`src/rtl/ps2_device_tx.sv`:
```
// PS/2 device-side transmitter: queues scan-code bytes and serialises each one as an
// 11-bit frame (start, 8 data LSB first, odd parity, stop), driving ps2_clk and ps2_data.
module ps2_device_tx #(
  parameter int unsigned CLK_DIV    = 50,
  parameter int unsigned FIFO_DEPTH = 8,
  parameter int unsigned GAP_CYCLES = 100
) (
  input  logic                          clk,
  input  logic                          resetn,
  input  logic                          in_valid,
  input  logic [7:0]                    in_data,
  output logic                          in_ready,
  output logic                          ps2_clk,
  output logic                          ps2_data,
  output logic                          busy,
  output logic                          frame_done,
  output logic [$clog2(FIFO_DEPTH):0]   fifo_count
);

  localparam int unsigned PTR_W    = $clog2(FIFO_DEPTH);
  localparam int unsigned CNT_W    = PTR_W + 1;
  localparam int unsigned TMR_MAX  = (CLK_DIV > GAP_CYCLES) ? CLK_DIV : GAP_CYCLES;
  localparam int unsigned TMR_W    = $clog2(TMR_MAX + 1);
  localparam int unsigned LAST_BIT = 10;

  typedef enum logic [1:0] {S_IDLE, S_HIGH, S_LOW, S_GAP} state_t;

  state_t             state, state_d;
  logic [TMR_W-1:0]   tmr, tmr_d;
  logic [3:0]         bit_idx, bit_idx_d;
  logic [10:0]        frame, frame_d;
  logic               ps2_clk_d, ps2_data_d, frame_done_d;

  logic [7:0]         mem [FIFO_DEPTH];
  logic [PTR_W-1:0]   wr_ptr, rd_ptr;
  logic [7:0]         head;
  logic               push, pop;

  assign in_ready = (fifo_count < CNT_W'(FIFO_DEPTH));
  assign push     = in_valid && in_ready;
  assign pop      = (state == S_IDLE) && (fifo_count != '0);
  assign busy     = (state != S_IDLE) || (fifo_count != '0);
  assign head     = mem[rd_ptr];

  // Byte storage; contents need no reset since count/pointers gate every read.
  always_ff @(posedge clk) begin
    if (push) begin
      mem[wr_ptr] <= in_data;
    end
  end

  always_ff @(posedge clk) begin
    if (!resetn) begin
      wr_ptr     <= '0;
      rd_ptr     <= '0;
      fifo_count <= '0;
    end else begin
      if (push) begin
        wr_ptr <= wr_ptr + PTR_W'(1);
      end
      if (pop) begin
        rd_ptr <= rd_ptr + PTR_W'(1);
      end
      case ({push, pop})
        2'b10:   fifo_count <= fifo_count + CNT_W'(1);
        2'b01:   fifo_count <= fifo_count - CNT_W'(1);
        default: fifo_count <= fifo_count;
      endcase
    end
  end

  // Line values follow the current state and are registered, so both lines move together.
  always_comb begin
    state_d      = state;
    tmr_d        = tmr;
    bit_idx_d    = bit_idx;
    frame_d      = frame;
    ps2_clk_d    = 1'b1;
    ps2_data_d   = 1'b1;
    frame_done_d = 1'b0;
    unique case (state)
      S_IDLE: begin
        if (pop) begin
          frame_d   = {1'b1, ~^head, head, 1'b0};
          bit_idx_d = '0;
          tmr_d     = '0;
          state_d   = S_HIGH;
        end
      end
      S_HIGH: begin
        ps2_data_d = frame[bit_idx];
        if (tmr == TMR_W'(CLK_DIV - 1)) begin
          tmr_d   = '0;
          state_d = S_LOW;
        end else begin
          tmr_d = tmr + TMR_W'(1);
        end
      end
      S_LOW: begin
        ps2_clk_d  = 1'b0;
        ps2_data_d = ps2_data;
        if (tmr == TMR_W'(CLK_DIV - 1)) begin
          tmr_d = '0;
          if (bit_idx == 4'(LAST_BIT)) begin
            state_d      = S_GAP;
            frame_done_d = 1'b1;
          end else begin
            bit_idx_d = bit_idx + 4'd1;
            state_d   = S_HIGH;
          end
        end else begin
          tmr_d = tmr + TMR_W'(1);
        end
      end
      S_GAP: begin
        if (tmr == TMR_W'(GAP_CYCLES - 1)) begin
          tmr_d   = '0;
          state_d = S_IDLE;
        end else begin
          tmr_d = tmr + TMR_W'(1);
        end
      end
    endcase
  end

  always_ff @(posedge clk) begin
    if (!resetn) begin
      state      <= S_IDLE;
      tmr        <= '0;
      bit_idx    <= '0;
      frame      <= '0;
      ps2_clk    <= 1'b1;
      ps2_data   <= 1'b1;
      frame_done <= 1'b0;
    end else begin
      state      <= state_d;
      tmr        <= tmr_d;
      bit_idx    <= bit_idx_d;
      frame      <= frame_d;
      ps2_clk    <= ps2_clk_d;
      ps2_data   <= ps2_data_d;
      frame_done <= frame_done_d;
    end
  end

endmodule

```
`config.mk`:
```
export PLATFORM = sky130hd
export DESIGN_NAME = ps2_device_tx
export DESIGN_NICKNAME = d
export VERILOG_FILES = /design/src/rtl/ps2_device_tx.sv
export SDC_FILE = /design/constraint.sdc
export NUM_CORES = 1
export LEC_CHECK = 0
export ABC_AREA = 1
export BUFFER_PORTS_ARGS = -buffer_cell sky130_fd_sc_hd__buf_2
export CAP_MARGIN = 10
export CORE_MARGIN = 5
export CORE_UTILIZATION = 65
export CTS_BUF_LIST = sky130_fd_sc_hd__clkbuf_8
export DETAILED_ROUTE_END_ITERATION = 6
export PLACE_DENSITY = 0.88
export REMOVE_ABC_BUFFERS = 1
export SLEW_MARGIN = 20
export SYNTH_ARGS = -nofsm -noshare
export SYNTH_HDL_FRONTEND = slang
export SYNTH_SLANG_ARGS = --single-unit
```
`constraint.sdc`:
```
create_clock -name clk -period 7 [get_ports clk]
set_clock_uncertainty 0.1 [all_clocks]
set_input_delay 0.35 -clock clk [delete_from_list [all_inputs] [get_ports clk]]
set_output_delay 0.35 -clock clk [all_outputs]
set_load 0.02 [all_outputs]
```
==> impl_results.md, run 1 <==
- CP max FO: 20
- Min cycle time layout: 2.53 ns
- Deepest clock path buffer count: 2
- Synth area leaders: edfxtp_1 39%, dfxtp_1 16%, nand2_1 14%
- Min-Delay Path Class: input port to flop
- Setup TNS: 0 ns
- CTS Buf Count: 9
- Initial Util: 67.4%
- Die height: 96.9 um
- Vias per cell: 5.49
- CP startpoint kind: flop
- Seq cells post-synth: 103
- Gr usage total: 21.7%
- Cell Area, Synth: 4910 sq um
- Final-report setup violation count: 0
- Layout cell share with drive strength beyond 1: 6.94%
- CTS root buffer: clkbuf_8
- Mean Syn Cell Area: 8.38 sq um
- Cell area after placement: 5030 sq um
- Area of the multi-input gates: 1720 sq um
- Ports: 20
- Core Area: 7290 sq um
- Cell taking the most area after synthesis: edfxtp_1
- Final total power: 0.00202 W
- WP data arrival: 2.72 ns
- Layout area overhead: 6.93%
- Tightest Pin Transition: 1.03 ns
- Commonest non-fill, non-tap cells in the layout: 178 x nand2_1, 97 x inv_1, 64 x edfxtp_1, 45 x nand3_1, 39 x dfxtp_1
- Vias post-DR: 3868
- First-pass detailed-route iteration total: 5
- Vias in the first global route: 3727
- Critical Path End Type: flop
- Post-synth cell types: 32
- Leakage: 2.38 nW
- Port buffer count: 19
- WL final: 9970 um
- Most common cell after layout, fill and taps aside: nand2_1
- CTS tree: done
- RSZ-0062 raised after global routing: false
- Dpl cells: 688
- Final nets: 624
- # diodes: 0
- Worst Path Required: 7.19 ns
- Largest net degree at the start of global routing: 37
- Synth Flop Type: edfxtp_1
- Post-synth EDFFs: 64
- Final hold violation count: 0
- Finished Layout Cells: 704
- Max Cap Violations: 0
- Final period util: 36.2%
- Kind of critical path: flop to flop
- First-pass GRT wire length: 16500 um
- Sequential-to-total area share from yosys stat: 55.0%
- Initial antenna violation count: 0
- Power Dens Cells: 384 nW/um^2
- Synth Warn #: 0
- Fmax: 0.395 GHz
- Final ANT Viol Nets: 0
- Final Max Tran Viols: 0
- Clock-pin slew on the worst setup and hold paths: 0.10 ns
- Clk_lat worst skew: 0.38 ns
- Min-delay src: in_data[3]
- Die area: 9400 sq um
- Global route overflow: 0
- Number of fill cells: 561
- Post-CTS setup buffers: 0
- H-tree depth: 3
- Gpl congestion: 0.845
- Share of Yosys cell area claimed by the top area cell type: 39.1%
- Relative slew slack: 31.4%
- Remaining DRCs: 0
- Outcome: complete, no violations
- Final Core Density: 72.0%
- Post-CTS Hold Buffers: 0
- Post-synth ARST share: 0%
- 1st-iter DRT viols: 350
- Clock sink count: 103
- Wire per inst: 14.2 um
- Row cnt: 31
- Post-Synthesis Cells: 586
- Design area: 5250 sq um
- DP Wirelength: 6660 um
- Die W: 96.9 um
- Peak supply drop: 360 uV
- Register Area: 2700 sq um
- Post-CTS resize count: 0
## worst paths after layout
path / endpoint / slack, ns / cells past startpoint
max: frame[9] / 4.47 / 13
min: mem[4][3] / 0.14 / 1
max reg2reg: frame[9] / 4.47 / 13
min reg2reg: rd_ptr[2] / 0.35 / 1
## through the flow
step,hold WS (ns),setup slack [ns]
after floorplan,0.312,4.18
after global placement,0.323,4.66
after detailed placement,0.337,4.54
after CTS,0.124,4.50
after global routing,0.136,4.20
final,0.136,4.47
## sequential cells by signal (all words and copies together), names as in the netlist, named ones only
register,flops
ps2_clk,1
fifo_count,4
tmr,7
frame_done,1
frame,10
state,2
wr_ptr,3
mem,64
ps2_data,1
rd_ptr,3
bit_idx,4
## synthesized netlist by cell type, types with 3 or more instances
master	instances
clkbuf_1	4
nor2_1	37
a21oi_1	32
buf_2	9
nand3_1	45
nor3_1	5
o21ai_1	4
nand2_1	178
nand4_1	3
edfxtp_1	64
o21ai_0	30
inv_1	96
dfxtp_1	39
nand3_2	3
ha_1	13
## report_power, final
group	total, W	internal (W)	switching [W]
combinational	0.000828	0.000260	0.000568
clock	0.000406	0.000203	0.000204
sequential	0.000785	0.000724	0.0000612
## critical path, stage by stage, from the launching register on
cell and delay [ns]:
dfxtp_1 0.86, inv_1 0.44, nand3_1 0.25, nand3_1 0.09, nand2_1 0.13, nand2_1 0.06, nand2_1 0.06, nand2_1 0.06
nand2_1 0.11, inv_1 0.05, nand2_1 0.06, nand3_1 0.07, nand2_1 0.07, inv_1 0.03
## cell type report
type	count	share of cell area [%]
Inverter	99	7.12
Timing Repair Buffer	21	2.10
Sequential cell	103	51.4
Clock buffer	9	2.36
Tap cell	99	2.36
Multi-Input combinational cell	366	32.8
Clock inverter	7	1.81
## per-layer routing
metal	wire length [um]	vias to the layer above	part of all wire, %	GRT usage (%)
li1	-	1912	-	-
met1	4390	1813	44	27.3
met2	4890	120	49	36.3
met3	472	23	4.7	4.39
met4	218	0	2.2	9.72
met5	0	-	0	0
## logic make-up (layout without fill, tap and decap cells)
logic type / after synthesis / count (layout) / synth area share (%)
buffers and inverters: 117 / 136 / 9.91
flip-flops: 103 / 103 / 55.0
AND/OR/NAND/NOR: 275 / 275 / 23.1
AO/OA/AOI/OAI: 74 / 74 / 7.97
adder cells (fa/ha/maj): 13 / 13 / 3.31
XOR/XNOR: 4 / 4 / 0.713
No activity file was read; power rests on OpenSTA's default activity.
==> run 2, diff against run 1 <==
Settings changed: CORE_UTILIZATION 65 to 58, PLACE_DENSITY 0.88 to 0.84.
Clock period 7 ns to 2.3 ns, I/O delays scaled along.
==> run 2 against run 1 <==
Against the previous run: die area is 11% higher; sequential cell count stayed put; critical path depth is 2 higher; power grew to 3.1 times the previous value; core utilization is 5.6 points lower; global-route usage is 0.91 points lower; worst setup slack worse by 4.3 ns; count of clock-buffer cells in the layout stayed put; first-iteration DRC count is 25% lower; maximum frequency is 18% higher; final cell count is 4.1% higher.
==> impl_results.md, run 2 (synthesis results as in run 1) <==
- CP max FO: 5
- Commonest non-fill, non-tap cells in the layout: 178 x nand2_1, 95 x inv_1, 64 x edfxtp_1, 45 x nand3_1, 36 x nor2_1
- Core Area: 8220 sq um
- Slowest CP cell: dfxtp_2
- CP startpoint kind: flop
- WP data arrival: 2.35 ns
- Clk_lat worst skew: 0.37 ns
- First-pass detailed-route iteration total: 5
- CTS root buffer: clkbuf_8
- Initial Util: 59.8%
- Vias post-DR: 3872
- Global route overflow: 0
- Max Cap Violations: 0
- # diodes: 0
- Initial antenna violation count: 0
- Tightest Pin Transition: 0.501 ns
- Relative slew slack: 66.6%
- Fmax: 0.466 GHz
- Layout area overhead: 11.1%
- Critical Path Max Stage Delay: 0.38 ns
- Clock sink count: 103
- Min cycle time layout: 2.15 ns
- CTS Buf Count: 9
- Die W: 102 um
- Final nets: 647
- DP Wirelength: 6700 um
- Vias per cell: 5.28
- Biggest regs: mem: 64 flops, frame: 10 flops, tmr: 7 flops
- WL final: 10200 um
- Worst Path Required: 2.51 ns
- Worst Path Buf+Inv: 4
- Wire per inst: 13.9 um
- 1st-iter DRT viols: 264
- Most common cell after layout, fill and taps aside: nand2_1
- Final Max Tran Viols: 0
- Remaining DRCs: 0
- Min-Delay Path Class: input port to flop
- Post-Place Setup Slack: 0.0527 ns
- Power Dens Cells: 1140 nW/um^2
- Final ANT Viol Nets: 0
- Critical Path End Type: flop
- Deepest clock path buffer count: 2
- Die area: 10400 sq um
- CP dominant cell by count: inv_1
- Finished Layout Cells: 733
- Family with the most delay on the worst path: simple AND/OR/NAND/NOR gates
- Final period util: 93.3%
- Peak supply drop: 1020 uV
- Clock-pin slew on the worst setup and hold paths: 0.10 ns
- Outcome: complete, no violations
- Vias in the first global route: 3773
- Final hold violation count: 0
- Gpl congestion: 0.880
- Leakage: 2.47 nW
- Max FFs per register: 64
- H-tree depth: 3
- Kind of critical path: flop to flop
- Final-report setup violation count: 0
- Largest register by flop count: mem
- Die height: 102 um
- Gr usage total: 20.8%
- Dpl cells: 706
- Port buffer count: 19
- Worst-path cell chain: inv_1, ha_1, inv_2, nor2_4, ha_4, nand2_1, inv_1, nor2_1, nand3_1, and2_1, inv_1, a21oi_1, o21ai_0, o21ai_1, a21oi_1
- Final WS setup: 0.154 ns
- Ports: 20
- CTS tree: done
- Layout cell share with drive strength beyond 1: 10.2%
- Largest net degree at the start of global routing: 30
- Row cnt: 33
- First-pass GRT wire length: 16900 um
==> run 2: cell types whose count changed in the layout (fill, tap and decap cells not counted), moves of 2 or more <==
| cell | before | now |
|---|---|---|
| inv_1 | 97 | 95 |
| o21ai_0 | 30 | 28 |
| dlygate4sd3_1 | 0 | 8 |
| o21ai_1 | 4 | 6 |
| clkinv_1 | 1 | 4 |
| inv_6 | 2 | 0 |
| dfxtp_1 | 39 | 34 |
| buf_4 | 2 | 15 |
| dfxtp_2 | 0 | 5 |
==> run 2: stage by stage <==
stage	hold WS [ns]	total power, W	TNS (ns)	util [%]	area [sq um]
2_1_floorplan	0.114	0.00424	-1.35	-	4800
3_3_place_gp	0.277	0.00481	0	62.5	5130
3_5_place_dp	0.285	0.00494	0	62.5	5130
4_1_cts	0.0492	0.00605	0	65.7	5400
5_1_grt	0.0847	0.00673	-0.00209	66.4	5460
6_report	0.0705	0.00621	0	66.4	5460
==> run 2: final timing paths <==
| path | from | to | slack (ns) | cells past startpoint |
|---|---|---|---|---|
| max | state[0] | fifo_count[3] | 0.15 | 15 |
| min | resetn | wr_ptr[2] | 0.07 | 3 |
| min reg2reg | rd_ptr[2] | rd_ptr[2] | 0.35 | 1 |
| max reg2reg | state[0] | fifo_count[3] | 0.15 | 15 |
==> run 2: tightest hold or removal path, delay by kind of cell <==
| family | cells | cell delay (ns) |
|---|---|---|
| AOI/OAI and AO/OA | 1 | 0.03 |
| buffers and inverters | 1 | 0.22 |
| and+or+nand+nor | 1 | 0.11 |
==> run 2: what timing repair did <==
action / 4_1_cts / 5_1_grt
setup endpoints to repair: 0 / 2
hold buffers: 8 / 0
setup buffers: 0 / 2
endpoints found under the hold margin: 64 / 0
gates resized for setup: 0 / 14
==> run 2: report_power, final <==
part	switching [W]	internal, W	leakage [nW]
Sequential	0.000159	0.00221	0.902
Combinational	0.00183	0.000928	1.47
Clock	0.000589	0.000494	0.0957
Total	0.00257	0.00363	2.47
==> run 2: layout make-up <==
cell class / count / area [sq um]
clock buffer: 9 / 124
clock inverter: 7 / 63.8
fill: 630 / 2760
inverter: 99 / 374
multi-input combinational: 366 / 1750
sequential: 103 / 2710
tap: 105 / 131
timing repair buffer: 44 / 304
==> run 2: routing by layer <==
| metal | wire length, um | vias to the layer above | GRT usage [%] | part of all wire [%] |
|---|---|---|---|---|
| met5 | 0 | - | 0 | 0 |
| met4 | 177 | 0 | 7.87 | 1.7 |
| met3 | 573 | 17 | 3.75 | 5.6 |
| met2 | 5070 | 102 | 35.5 | 50 |
| met1 | 4340 | 1801 | 26.5 | 43 |
| li1 | - | 1952 | - | - |
